==> src/rtl/dma_channel_engine.sv <==
// ---------------------------------------------------------------------------
// dma_channel_engine
//
// Single-channel DMA engine. Register writes from the programming stage are
// decoded into the channel registers; a write to the request register starts
// a word-by-word transfer over the shared memory/IO bus (read one word, then
// write it). Supports mem-to-mem, mem-to-IO and IO-to-mem transfers.
//
// Ports:
//   clk, rst          clock, asynchronous active-high reset
//   reg_wr            register-write strobe
//   reg_addr          register address (0 base, 1 count, 7 command, 10 mode,
//                     11 mask, 12 request, 13 dest)
//   reg_data          register write data
//   bus_addr          transfer byte address (src in RD, dst in WR, else 0)
//   bus_wdata         write data (latched read word in WR, else 0)
//   bus_rdata         read data, sampled when bus_ready=1 in RD
//   bus_rd, bus_wr    read / write requests, held until bus_ready
//   bus_ready         accept/complete for the current request
//   busy              transfer in progress (RD, WR or DONE)
//   done              one-cycle pulse on normal completion
//   err               sticky reject/abort flag, cleared by an accepted request
// ---------------------------------------------------------------------------
module dma_channel_engine #(
  parameter int IO_BASE = 32764,
  parameter int CNT_W   = 16
) (
  input  logic             clk,
  input  logic             rst,
  input  logic             reg_wr,
  input  logic [31:0]      reg_addr,
  input  logic [31:0]      reg_data,
  output logic [31:0]      bus_addr,
  output logic [31:0]      bus_wdata,
  input  logic [31:0]      bus_rdata,
  output logic             bus_rd,
  output logic             bus_wr,
  input  logic             bus_ready,
  output logic             busy,
  output logic             done,
  output logic             err
);

  typedef enum logic [1:0] {
    IDLE = 2'd0,
    RD   = 2'd1,
    WR   = 2'd2,
    DONE = 2'd3
  } state_t;

  state_t state, state_nx;

  // IO_BASE only documents where IO space begins; routing is decided purely
  // by the programmed mode, so nothing is generated from it.
  if (IO_BASE <= 0) begin : g_no_io_space
  end

  // Programmed channel registers
  logic [31:0]      base_q;
  logic [CNT_W-1:0] count_q;
  logic             cmd_m2m_q;
  logic             mode_m2io_q;
  logic             mode_io2m_q;
  logic             mask_q;
  logic [31:0]      dest_q;

  // Working copies used by an active transfer
  logic [31:0]      src_q;
  logic [31:0]      dst_q;
  logic [CNT_W-1:0] rem_q;
  logic             src_inc_q;
  logic             dst_inc_q;
  logic [31:0]      data_q;

  logic idle;
  logic wr_base, wr_count, wr_cmd, wr_mode, wr_mask, wr_req, wr_dest;
  logic sel_m2m, sel_m2io, sel_io2m, mode_ok;
  logic req_accept, req_reject;
  logic rd_fire, wr_fire;

  assign idle     = (state == IDLE);

  assign wr_base  = reg_wr && (reg_addr == 32'd0);
  assign wr_count = reg_wr && (reg_addr == 32'd1);
  assign wr_cmd   = reg_wr && (reg_addr == 32'd7);
  assign wr_mode  = reg_wr && (reg_addr == 32'd10);
  assign wr_mask  = reg_wr && (reg_addr == 32'd11);
  assign wr_req   = reg_wr && (reg_addr == 32'd12);
  assign wr_dest  = reg_wr && (reg_addr == 32'd13);

  // Mode priority: command mem-to-mem beats mem-to-IO beats IO-to-mem.
  assign sel_m2m  = cmd_m2m_q;
  assign sel_m2io = !cmd_m2m_q && mode_m2io_q;
  assign sel_io2m = !cmd_m2m_q && !mode_m2io_q && mode_io2m_q;
  assign mode_ok  = sel_m2m || sel_m2io || sel_io2m;

  assign req_accept = wr_req && idle && !mask_q && (count_q != '0) && mode_ok;
  assign req_reject = wr_req && idle && !req_accept;

  assign rd_fire = (state == RD) && bus_ready;
  assign wr_fire = (state == WR) && bus_ready;

  // State register
  always_ff @(posedge clk or posedge rst) begin
    if (rst) state <= IDLE;
    else     state <= state_nx;
  end

  // Next state and bus/status outputs. A set mask bit seen at the end of a
  // write means the channel was aborted while busy (it was clear at
  // acceptance), so the engine stops at this word boundary without DONE.
  always_comb begin
    state_nx  = state;
    bus_rd    = 1'b0;
    bus_wr    = 1'b0;
    bus_addr  = 32'd0;
    bus_wdata = 32'd0;
    busy      = 1'b1;
    done      = 1'b0;
    case (state)
      IDLE: begin
        busy = 1'b0;
        if (req_accept) state_nx = RD;
      end
      RD: begin
        bus_rd   = 1'b1;
        bus_addr = src_q;
        if (bus_ready) state_nx = WR;
      end
      WR: begin
        bus_wr    = 1'b1;
        bus_addr  = dst_q;
        bus_wdata = data_q;
        if (bus_ready) begin
          if (mask_q)                           state_nx = IDLE;
          else if (rem_q > CNT_W'(1))           state_nx = RD;
          else                                  state_nx = DONE;
        end
      end
      DONE: begin
        done     = 1'b1;
        state_nx = IDLE;
      end
      default: begin
        busy     = 1'b0;
        state_nx = IDLE;
      end
    endcase
  end

  // Channel registers: frozen while busy, except mask which must stay
  // writable so software can abort a running transfer.
  always_ff @(posedge clk or posedge rst) begin
    if (rst) begin
      base_q      <= 32'd0;
      count_q     <= CNT_W'(1);
      cmd_m2m_q   <= 1'b0;
      mode_m2io_q <= 1'b0;
      mode_io2m_q <= 1'b0;
      mask_q      <= 1'b1;
      dest_q      <= 32'd0;
    end else begin
      if (wr_base  && idle) base_q  <= reg_data;
      if (wr_count && idle) count_q <= reg_data[CNT_W-1:0];
      if (wr_cmd   && idle) cmd_m2m_q <= reg_data[0];
      if (wr_mode  && idle) begin
        mode_m2io_q <= reg_data[2];
        mode_io2m_q <= reg_data[3];
      end
      if (wr_dest  && idle) dest_q <= reg_data;
      if (wr_mask)          mask_q <= reg_data[0];
    end
  end

  // Sticky error: set on a rejected request or an aborting word boundary,
  // cleared only by a request that is accepted.
  always_ff @(posedge clk or posedge rst) begin
    if (rst)                     err <= 1'b0;
    else if (req_accept)         err <= 1'b0;
    else if (req_reject)         err <= 1'b1;
    else if (wr_fire && mask_q)  err <= 1'b1;
  end

  // Working copies: loaded at acceptance so the programmed registers are
  // never disturbed. The IO side keeps a fixed port address; memory sides
  // step by one word, wrapping naturally at 2^32.
  always_ff @(posedge clk or posedge rst) begin
    if (rst) begin
      src_q     <= 32'd0;
      dst_q     <= 32'd0;
      rem_q     <= '0;
      src_inc_q <= 1'b0;
      dst_inc_q <= 1'b0;
      data_q    <= 32'd0;
    end else begin
      if (req_accept) begin
        src_q     <= sel_io2m ? dest_q : base_q;
        dst_q     <= sel_io2m ? base_q : dest_q;
        src_inc_q <= !sel_io2m;
        dst_inc_q <= !sel_m2io;
        rem_q     <= count_q;
      end
      if (rd_fire) begin
        data_q <= bus_rdata;
        if (src_inc_q) src_q <= src_q + 32'd4;
      end
      if (wr_fire) begin
        if (dst_inc_q) dst_q <= dst_q + 32'd4;
        rem_q <= rem_q - CNT_W'(1);
      end
    end
  end

endmodule

==> config.mk <==
export PLATFORM = sky130hd
export DESIGN_NAME = dma_channel_engine
export DESIGN_NICKNAME = d
export VERILOG_FILES = /design/src/rtl/dma_channel_engine.sv
export SDC_FILE = /design/constraint.sdc
export NUM_CORES = 1
export LEC_CHECK = 0
export ABC_AREA = 1
export BUFFER_PORTS_ARGS = -buffer_cell sky130_fd_sc_hd__buf_2
export CORE_MARGIN = 5
export CORE_UTILIZATION = 35
export DETAILED_ROUTE_END_ITERATION = 8
export HOLD_SLACK_MARGIN = 0.05
export SETUP_SLACK_MARGIN = 0.2
export SYNTH_ARGS = -nofsm -noshare
export SYNTH_HDL_FRONTEND = slang
export SYNTH_SLANG_ARGS = --single-unit
==> constraint.sdc <==
create_clock -name clk -period 9.9 [get_ports clk]
set_clock_uncertainty 0.15 [all_clocks]
set_input_delay 0.495 -clock clk [delete_from_list [all_inputs] [get_ports clk]]
set_output_delay 0.495 -clock clk [all_outputs]
set_load 0.05 [all_outputs]
Word level (Yosys, flattened, before mapping)
Cells that the tools add are included.
Operators by class
  multiplexer cells: 25
  eq/ne operators: 12
  reduce and logical (&&, ||, !) cells: 37
  add/subtract/negate cells: 3
  $lt $le $gt $ge: 1
Operators with widths (count)
  32-bit 2-to-1 mux: 9
  32-bit by 4-bit == test with 1-bit output (second input constant): 4
  32-bit by 3-bit adder with 32-bit output (second input constant): 2
  32-bit one-hot mux with 2 select lines: 1
  32-bit by 1-bit == test with 1-bit output (second input constant): 1
  32-bit by 3-bit == test with 1-bit output (second input constant): 1
  32-bit logical NOT: 1
  16-bit 2-to-1 mux: 2
  1-bit logical AND: 23
  16-bit by 1-bit greater-than comparator with 1-bit output (second input constant): 1
  16-bit nonzero test: 1
  16-bit by 1-bit subtractor with 16-bit output (second input constant): 1
  2-bit 2-to-1 mux: 5
  2-bit one-hot mux with 4 select lines: 1
  1-bit 2-to-1 mux: 7
  1-bit logical NOT: 6
  2-bit == test (second input constant): 2
  2-bit != test (second input constant): 2
  3-bit AND reduction: 1
  3-bit nonzero test: 1
  2-bit by 1-bit == test with 1-bit output (second input constant): 1
  2-bit logical NOT: 1
  1-bit logical OR: 2
  2-bit by 1-bit != test with 1-bit output (second input constant): 1
  2-bit nonzero test: 1
Storage, ports and cells
  output and inout bits: 69
  input bits: 100
  logic and storage cells: 93
  register bits after elaboration: 201

Depth between registers and ports, before layout
Gate-level depths: netlist of run 1.
  depth after elaboration: 10
  gate-level depth with buffers: 12
  depth with buffers taken out: 11

Worst setup path after synthesis of run 1
No wires, ideal clock.
  path type: reg2out
  start point: reg state[0]
  end point: out bus_addr[19]
  cell stages (with the launch flop): 7
  arrival: 2.467 ns
  buffers on the path: 2
  data required time: 9.255 ns
  slack: 6.788 ns
  path through: dfrtp_1 -> inv_1 -> ha_1 -> clkbuf_1 -> buf_1 -> nand2_1 -> a21oi_1
Between the ends
  longest elaborated chain between the ends: 2
  elaborated cells on any way between the ends: 3
  those cells by class: 2 x eq/ne; 1 x mux
RTL lines
  start, declared: line 51  | state_t state, state_nx;
  start signal, assigned: line 106  | else state <= state_nx;
  2-bit == test / 2-bit by 1-bit == test with 1-bit output (equally long branches): line 120  | case (state)
  32-bit one-hot mux with 2 select lines (*): line 120
  end, declared: line 33  | output logic [31:0] bus_addr,
Mark *: on every way between the ends. The rest lies on a longest branch, timed or not.

Worst setup path in the final report of run 1
  start point: reg state[0]
  end point: reg dst_q[13]
Between the ends
  longest elaborated chain between the ends: 8
  elaborated cells on any way between the ends: 10
  those cells by class: 1 x eq/ne; 3 x mux; 6 x reduce/logical
RTL lines
  2-bit logical NOT: line 81  | assign idle = (state == IDLE);
  1-bit logical AND (4 in a row): line 97  | assign req_accept = wr_req && idle && !mask_q && (count_q != '0) && mode_ok;
  32-bit 2-to-1 mux: line 196  | if (req_accept) begin
  32-bit 2-to-1 mux: line 208  | if (dst_inc_q) dst_q <= dst_q + 32'd4;
  32-bit 2-to-1 mux (*): line 207  | if (wr_fire) begin
  end signal, assigned: line 198  | dst_q <= sel_io2m ? base_q : dest_q;
  end signal, assigned: line 208
  end, declared: line 69  | logic [31:0] dst_q;
Marks and branches as above.
A chain may end at the register's enable or synchronous reset.

==> impl_metrics.csv, run 1 <==
group,metric,value,unit
die,die_w,198.2,um
place,dp_hpwl,26300,um
sta,worst_slew_pin_slew,1.150,ns
die,fp.coreArea,35310,um^2
finish,final_layout_size_suffix_gt1_share,14.29,%
clocking,insertion_delay,0.52,ns
clocking,cts_tree,"done",
sta,finalCritPeriodShare,35.84,%
power,peakVddDrop,0.0001655,V
sta,relSlewSlack,23.16,%
sta,hold_violations,0,
status,outcome,"finished, final reports clean",
routing,firstDrtPassIters,5,
die,io_pins,169,
grt,grt_pass1_vias,11610,
yosys,yosys-top-cells-count,"573 x nand2_1, 259 x inv_1, 201 x o21ai_0",
sta,fin_setup_tns,0,ns
power,total_leakage_power,7.397,nW
yosys,synth_flop_cell,"dfrtp_1",
routing,vias,11990,
sta,fmax,281.9,MHz
power,power,3.227,mW
hold_path,hold_class,"input pin to register",
clocking,clkSinkCount,201,
grt,grt_overflow,0,
grt,grt_use_total,18.43,%
yosys,syn_inst,1815,
yosys,ys_seq_area_share,40.59,%
routing,drt_iter0_drc,1038,
clocking,cts-root-buf,"clkbuf_16",
yosys,synth_fp_nets,1923,
sta,finalWorstSetupSlack,6.352,ns
yosys,synth_top_area_cell,"dfrtp_1",
clocking,cts_buffer_depth,3,
yosys,yosysWarnings,0,
yosys,syn_area,12400,um^2
routing,drcViolationCount,0,
sta,setup_violations,0,
flow_run,max_cap_violations,0,
routing,antenna_left,0,
grt,grt_pass1_wl,60220,um
sta,rsz0062_at_grt,"no",
setup_path,cp_data_arrival_time,3.82,ns
yosys,ys_top_cells_by_area,"dfrtp_1 40%, nand2_1 17%, o21ai_0 8.1%",
yosys,synth_edf_count,0,
routing,vias_per_cell,4.912,
setup_path,end_kind,"register",
setup_path,worst_setup_path_start_kind,"register",
sta,min_period,3.548,ns
yosys,synth_cell_types,39,
clocking,path_clk_slew,0.06,ns
finish,antennaDiodeCount,0,
finish,syn_to_final_growth,18.17,%
routing,wire_per_inst,14.99,um
die,die_area,39290,um^2
finish,n_fill_cell,3675,
clocking,cts_buffers,24,
die,num_rows,69,
grt,antenna_found_initial,0,
yosys,yosysTopAreaCellShare,40.17,%
place,place.gp.congestion,0.9406,
setup_path,required,10.17,ns
yosys,postSynth.asyncResetShare,100.0,%
place,portBuffers,168,
yosys,yosys.cell_count.top_type,"nand2_1",
finish,nets,2072,
power,powerDensity,220.3,nW/um^2
routing,wirelength,36590,um
grt,grt_max_degree,131,
place,pre_cts_slack,6.355,ns
yosys,ys_ff_latch,201,
setup_path,worstSetupPathType,"register to register",
sta,final_max_slew_viol_count,0,
setup_path,crit_fanout,38,
clocking,htree_levels,1,
die,die_height,198.2,um
yosys,postSynthAreaPerCell,6.831,um^2
die,start_util,35.11,%
-- where the power goes --
part	leakage (nW)	total, mW	internal, mW	switching (mW)
clock network	0.380	0.891	0.535	0.356
logic	4.47	1.23	0.352	0.883
registers	2.55	1.10	0.968	0.133
-- layout by cell type (no fill, tap or decap), drive strengths merged, types with 11 or more instances in the layout --
master / count
a21oi: 57
buf: 180
clkbuf: 33
dfrtp: 199
dlygate4sd3: 30
inv: 259
mux2: 32
nand2: 575
nand3: 107
nand4: 61
nor2: 130
nor3: 38
o21ai: 212
xor2: 11
-- flip-flops by register name, indices dropped and copies added, names as in the netlist --
name / flops
err: 1
rem_q: 16
dest_q: 32
dst_inc_q: 1
dst_q: 32
base_q: 32
src_q: 32
data_q: 32
cmd_m2m_q: 1
state: 2
count_q: 16
src_inc_q: 1
mode_io2m_q: 1
mask_q: 1
mode_m2io_q: 1
-- final cells by class --
| cell class | instances | area [um^2] | share of cell area (%) |
|---|---|---|---|
| multi-input combinational | 1266 | 6022 | 41.11 |
| sequential | 201 | 5032 | 34.35 |
| timing repair buffer | 210 | 1231 | 8.404 |
| inverter | 261 | 987.2 | 6.738 |
| clock buffer | 33 | 684.4 | 4.672 |
| tap | 461 | 576.8 | 3.937 |
| clock inverter | 9 | 116.4 | 0.7943 |
-- worst paths after layout --
check / startpoint / to / slack [ns] / cells after the start
max in group asynchronous: rst / cmd_m2m_q / 7.54 / 4
min: bus_rdata[18] / data_q[18] / 0.07 / 2
max reg2reg: state[0] / dst_q[13] / 6.35 / 10
max: state[0] / dst_q[13] / 6.35 / 10
min in group asynchronous: rst / data_q[2] / 0.53 / 3
min reg2reg: dst_q[0] / dst_q[0] / 0.33 / 2
-- worst max-delay path, cell delays in order, from the launching register on --
cell and delay (ns):
dfrtp_1 0.40, inv_1 0.12, ha_2 0.19, nand2_1 0.55, nor2_2 0.97, clkinv_1 0.33
buf_4 0.34, a21oi_1 0.16, o21ai_0 0.09, nand2_1 0.08, inv_1 0.03
-- cells by family after synthesis --
kind of cell               after synthesis  share of synthesized area (%)
buffers and inverters                  348                          11.10
DFF                                    201                          40.59
AOI/OAI and AO/OA                      286                          11.88
and+or+nand+nor                        928                          31.87
adders and majority gates                8                         0.8074
xor gates and xnor gates                12                         0.8477
muxes                                   32                          2.906
-- per-layer routing --
metal	up-vias	wire length, um	GRT usage, %
met2	316	15950	28.34
met1	5551	17780	27.73
met5	-	0	0
li1	6080	-	-
met4	0	746	4.310
met3	44	2103	2.314
-- timing repair --
| item | 4_1_cts | 5_1_grt |
|---|---|---|
| setup endpoints to repair | 0 | 0 |
| endpoints found under the hold margin | 30 | 0 |
| gates resized for setup | 0 | 0 |
| hold buffers | 30 | 0 |
| setup buffers | 0 | 0 |
-- stage by stage --
stage                     hold WS (ns)  instance area (um^2)  cells  util [%]
final                          0.07035                 14650   2441     41.49
after global routing           0.06097                 14650   2441     41.49
after CTS                      0.05009                 14650   2441     41.49
after detailed placement        0.3194                 13550   2369     38.37
after global placement          0.3169                 13550   2369     38.37
after floorplan                 0.2999                 12400   1815         -
(Power assumes the default switching activity.)
==> inputs of run 2 (changes only) <==
--- a/config.mk
+++ b/config.mk
@@ -5,7 +5,7 @@
 export SDC_FILE = /design/constraint.sdc
 export NUM_CORES = 1
 export LEC_CHECK = 0
-export ABC_AREA = 1
+export ABC_AREA = 0
 export BUFFER_PORTS_ARGS = -buffer_cell sky130_fd_sc_hd__buf_2
 export CORE_MARGIN = 5
 export CORE_UTILIZATION = 35
==> constraint.sdc (replaced) <==
create_clock -name clk -period 3.2 [get_ports clk]
set_clock_uncertainty 0.15 [all_clocks]
set_input_delay 0.16 -clock clk [delete_from_list [all_inputs] [get_ports clk]]
set_output_delay 0.16 -clock clk [all_outputs]
set_load 0.05 [all_outputs]
==> impl_metrics.csv, run 2 <==
group,metric,value,unit
status,outcome,"finished, final reports clean",
routing,vias,9257,
sta,fmax,351.5,MHz
flow_run,max_cap_violations,0,
routing,drt_iter0_drc,754,
yosys,yosys.cell_count.top_type,"dfrtp_1",
die,die_height,185.9,um
clocking,cts_buffers,25,
finish,antennaDiodeCount,0,
yosys,yosysWarnings,0,
yosys,synth_edf_count,0,
clocking,cts_tree,"done",
place,pre_cts_slack,0.3290,ns
routing,firstDrtPassIters,5,
sta,hold_violations,0,
die,fp.coreArea,30590,um^2
die,die_w,185.9,um
grt,grt_max_degree,79,
grt,grt_use_met2,29.40,%
clocking,clkSinkCount,201,
yosys,yosysTopAreaCellShare,45.97,%
setup_path,crit_fanout,64,
power,total_leakage_power,6.230,nW
setup_path,r2r_setup_slack,0.36,ns
grt,busiest_layer,"met2",
power,powerDensity,567.5,nW/um^2
clocking,cts-root-buf,"clkbuf_16",
yosys,postSynthAreaPerCell,10.87,um^2
setup_path,cp_data_arrival_time,2.53,ns
hold_path,hold_class,"input pin to async pin",
sta,final_max_slew_viol_count,0,
yosys,syn_area,10830,um^2
finish,most-common-layout-cells,"199 x dfrtp_1, 168 x buf_2, 120 x mux2_2",
finish,nets,1352,
sta,setup_violations,0,
setup_path,end_kind,"primary output",
clocking,cts_buffer_depth,3,
routing,drcViolationCount,0,
place,dp_hpwl,22620,um
finish,n_fill_cell,2896,
clocking,htree_levels,1,
routing,wire_per_inst,19.49,um
yosys,synth_cell_types,69,
place,portBuffers,168,
sta,relSlewSlack,50.55,%
clocking,post_cts_buffers,0,
setup_path,worstSetupPathType,"register to primary output",
sta,fin_setup_tns,0,ns
sta,min_period,2.845,ns
yosys,synth_fp_nets,1105,
sta,finalCritPeriodShare,88.90,%
grt,grt_pass1_wl,52210,um
sta,rsz0062_at_grt,"no",
setup_path,worst_setup_path_start_kind,"register",
finish,syn_to_final_growth,28.99,%
place,place.gp.congestion,0.9098,
grt,grt_pass1_vias,9583,
die,die_area,34570,um^2
yosys,postSynth.asyncResetShare,100.0,%
yosys,synth_top_area_cell,"dfrtp_1",
clocking,path_clk_slew,0.06,ns
yosys,ys_seq_area_share,46.45,%
routing,vias_per_cell,5.587,
routing,wirelength,32300,um
yosys,syn_inst,997,
yosys,yosys-top-cells-count,"199 x dfrtp_1, 120 x mux2_2, 52 x mux2i_1",
grt,antenna_found_initial,0,
yosys,ys_ff_latch,201,
grt,grt_use_total,18.67,%
grt,use_met3,4.026,%
grt,grt_util_met1,26.48,%
die,start_util,35.41,%
clocking,insertion_delay,0.52,ns
yosys,synth_flop_cell,"dfrtp_1",
finish,final_layout_size_suffix_gt1_share,31.64,%
finish,mostFrequentLayoutCell,"dfrtp_1",
routing,antenna_left,0,
grt,grt_overflow,0,
sta,finalWorstSetupSlack,0.3553,ns
setup_path,required,2.89,ns
power,peakVddDrop,0.0004994,V
die,num_rows,64,
yosys,ys_top_cells_by_area,"dfrtp_1 46%, mux2_2 12%, mux2i_1 4.8%",
die,io_pins,169,
sta,worst_slew_pin_slew,0.7401,ns
## run 2: critical path: stages (launching register included)
cell,delay [ns]
dfrtp_1,0.41
inv_1,0.12
ha_2,0.32
buf_8,0.36
a22oi_1,0.15
nor2b_1,0.30
buf_2,0.33
## run 2: worst paths after layout
check	cells past startpoint	start	endpoint
max in group asynchronous	4	rst	dest_q[17]
setup reg to reg	8	state[0]	dst_q[25]
setup / recovery	6	state[0]	bus_addr[5]
hold / removal	3	rst	count_q[3]
hold reg to reg	1	data_q[5]	data_q[5]
min in group clk	8	reg_addr[22]	rem_q[4]
## run 2: cell type report
class | instances | area [um^2] | share of cell area (%)
Clock buffer | 32 | 691.9 | 4.952
Clock inverter | 12 | 167.7 | 1.200
Inverter | 9 | 37.54 | 0.2686
Multi-Input combinational cell | 723 | 5537 | 39.62
Sequential cell | 201 | 5032 | 36.01
Tap cell | 396 | 495.5 | 3.546
Timing Repair Buffer | 284 | 2012 | 14.40
## run 2: what timing repair did
action                                  CTS  global route
gates resized for setup                   1             9
hold buffers                             74             0
hold endpoints to repair                143             0
endpoints found under the setup margin    4            32
## run 2: stage by stage
step                      total power [mW]  utilization, %  cells  cell area [um^2]  hold slack (ns)
after global placement               4.913           40.36   1539             12350           0.1636
after floorplan                      4.412               -    997             10840           0.1447
after detailed placement             4.952           40.36   1539             12350           0.1690
after CTS                            8.001           45.61   1657             13950           0.1518
final                                7.930           45.68   1657             13970           0.1600
after global routing                 8.293           45.68   1657             13970           0.2030
## run 2: per-layer routing
layer | part of all wire [%] | routed length (um)
met3 | 7.3 | 2363
met1 | 45 | 14670
met4 | 2.5 | 810
met5 | 0 | 0
met2 | 45 | 14450
## run 2: kinds of logic after synthesis
family	after synthesis	synth area share (%)
AO/OA/AOI/OAI	208	14.48
adder cells (fa/ha/maj)	8	0.9240
AND/OR/NAND/NOR	327	17.28
flip-flops	201	46.45
buffers and inverters	73	2.864
XOR/XNOR	5	0.4043
multiplexers	175	17.59
## run 2: report_power, final
part	internal, mW	total [mW]	switching [mW]
combinational	0.756	2.00	1.24
clock	1.84	2.94	1.10
sequential	2.82	2.99	0.172
==> inputs of run 3 (changes only) <==
--- a/config.mk
+++ b/config.mk
@@ -11,6 +11,7 @@
 export CORE_UTILIZATION = 35
 export DETAILED_ROUTE_END_ITERATION = 8
 export HOLD_SLACK_MARGIN = 0.05
+export RECOVER_POWER = 50
 export SETUP_SLACK_MARGIN = 0.2
 export SYNTH_ARGS = -nofsm -noshare
 export SYNTH_HDL_FRONTEND = slang
==> impl_metrics.csv, run 3 (synthesis results as in run 2) <==
group,metric,value,unit
finish,fin_area,13920,um^2
setup_path,cp.depth,6,
setup_path,max_stage_delay,0.41,ns
die,num_rows,64,
finish,mostFrequentLayoutCell,"dfrtp_1",
power,total_leakage_power,6.193,nW
setup_path,required,2.89,ns
setup_path,r2r_setup_slack,0.36,ns
sta,hold_violations,0,
hold_path,hold-path-endpoint,"rem_q[4]",
sta,fmax,350.8,MHz
finish,final_layout_size_suffix_gt1_share,31.01,%
routing,vias_per_cell,5.607,
clocking,insertion_delay,0.52,ns
setup_path,end_kind,"primary output",
clocking,cts_tree,"done",
clocking,htree_levels,1,
grt,grt_use_total,18.67,%
place,place_inst,1539,
setup_path,crit_fanout,64,
place,dp_hpwl,22620,um
hold_path,hold_class,"input pin to register",
power,peakVddDrop,0.0004998,V
setup_path,r2r-start,"state[0]",
setup_path,worstSetupPathType,"register to primary output",
power,power,7.919,mW
power,power_switching,2.514,mW
grt,grt_pass1_vias,9583,
setup_path,worst_setup_path_start_kind,"register",
sta,worst_slew_pin_slew,1.439,ns
clocking,post_cts_buffers,0,
die,die_height,185.9,um
grt,grt_overflow,0,
power,seqPwrFrac,37.8,%
die,start_util,35.41,%
finish,nets,1352,
grt,grt_pass1_wl,52210,um
routing,vias,9290,
setup_path,slowest_stage,"dfrtp_1",
sta,min_period,2.851,ns
die,fp.coreArea,30590,um^2
sta,fin_setup_tns,0,ns
setup_path,cp_data_arrival_time,2.54,ns
setup_path,crit_chain,"inv_1 -> ha_2 -> buf_8 -> a22oi_1 -> nor2b_1 -> buf_2",
power,p_comb_share,25.0,%
clocking,path_clk_slew,0.06,ns
setup_path,r2r-end,"dst_q[25]",
setup_path,crit_buf_inv,3,
clocking,cts_buffers,25,
clocking,cts-root-buf,"clkbuf_16",
grt,antenna_found_initial,0,
place,place_area,12350,um^2
die,die_area,34570,um^2
hold_path,min_path_cells,8,
finish,antennaDiodeCount,0,
sta,rsz0062_at_grt,"no",
finish,n_fill_cell,2911,
routing,drcViolationCount,0,
die,die_w,185.9,um
finish,syn_to_final_growth,28.53,%
power,p_int,5.405,mW
finish,fin_util,45.52,%
sta,final_max_slew_viol_count,0,
clocking,clkSinkCount,201,
routing,firstDrtPassIters,5,
sta,setup_violations,0,
power,powerDensity,568.8,nW/um^2
routing,antenna_left,0,
die,io_pins,169,
routing,wirelength,32310,um
hold_path,hold_start,"reg_addr[22]",
finish,stdcell_count,1657,
clocking,cts_buffer_depth,3,
place,place.gp.congestion,0.9098,
sta,finalCritPeriodShare,89.08,%
grt,grt_max_degree,79,
routing,drt_iter0_drc,790,
place,portBuffers,168,
setup_path,reg2reg_depth,8,
sta,relSlewSlack,3.535,%
setup_path,crit_family,"buffers and inverters",
status,outcome,"finished, final reports clean",
power,p_clk_share,37.2,%
routing,wire_per_inst,19.50,um
finish,most-common-layout-cells,"199 x dfrtp_1, 163 x buf_2, 120 x mux2_2",
power,p_sw_share,31.75,%
flow_run,max_cap_violations,0,
-- run 3: cell types whose count changed in the layout (fill, tap and decap cells not counted) --
cell / change
clkbuf_1: +8
buf_12: -2
buf_2: -5
buf_4: -4
clkbuf_2: +2
clkbuf_4: +1
clkinvlp_2: +1
clkinvlp_4: -1
-- run 3: how the worst max path moves through the flow --
stage,start,endpoint,slack [ns]
2_1_floorplan,state[1],dst_q[25],0.22
3_5_place_dp,state[1],src_q[10],0.33
5_1_grt,state[0],dst_q[25],0.22
4_1_cts,state[0],bus_addr[5],0.26
6_report,state[0],bus_addr[5],0.35
3_3_place_gp,state[1],src_q[10],0.45
-- run 3: through the flow --
| stage | worst slack [ns] | hold WS [ns] |
|---|---|---|
| 2_1_floorplan | 0.2218 | 0.1447 |
| 3_3_place_gp | 0.4495 | 0.1636 |
| 3_5_place_dp | 0.3290 | 0.1690 |
| 4_1_cts | 0.2566 | 0.1518 |
| 5_1_grt | 0.2178 | 0.2345 |
| 6_report | 0.3495 | 0.2351 |
-- run 3: power by group through the flow --
stage	registers [mW]	logic, mW	clock network, mW
6_report	2.99	1.98	2.94
5_1_grt	3.03	2.14	3.11
4_1_cts	2.99	2.00	3.01
3_5_place_dp	3.03	1.92	0
3_3_place_gp	3.01	1.90	0
2_1_floorplan	2.98	1.43	0
-- run 3: what timing repair did --
item                                    4_1_cts  5_1_grt
endpoints found under the setup margin        4       32
gates resized for setup                       1        9
hold buffers                                 74        0
endpoints found under the hold margin       143        0
-- run 3: worst register-to-register path, stage by stage (launching register included) --
cell and delay, ns:
dfrtp_1 0.41, inv_1 0.12, ha_1 0.19, nand4bb_1 0.13, or4_1 0.52, or4_1 0.46
buf_6 0.21, o221a_1 0.27, a211o_1 0.27
-- run 3: area by class of cell --
| type | instances | area [um^2] | share of cell area [%] |
|---|---|---|---|
| well taps | 396 | 495.5 | 3.559 |
| clock inverters | 12 | 167.7 | 1.204 |
| inverters | 9 | 35.03 | 0.2516 |
| clock buffers | 32 | 691.9 | 4.969 |
| multi-input cells | 723 | 5537 | 39.76 |
| flip-flops and latches | 201 | 5032 | 36.14 |
| repair buffers | 284 | 1964 | 14.11 |
-- run 3: metal layers --
| layer | up-vias | GRT usage, % | routed length [um] |
|---|---|---|---|
| met5 | - | 0 | 0 |
| met4 | 0 | 4.343 | 826 |
| met3 | 59 | 4.026 | 2236 |
| met2 | 310 | 29.40 | 14540 |
| met1 | 4611 | 26.48 | 14710 |
| li1 | 4310 | - | - |
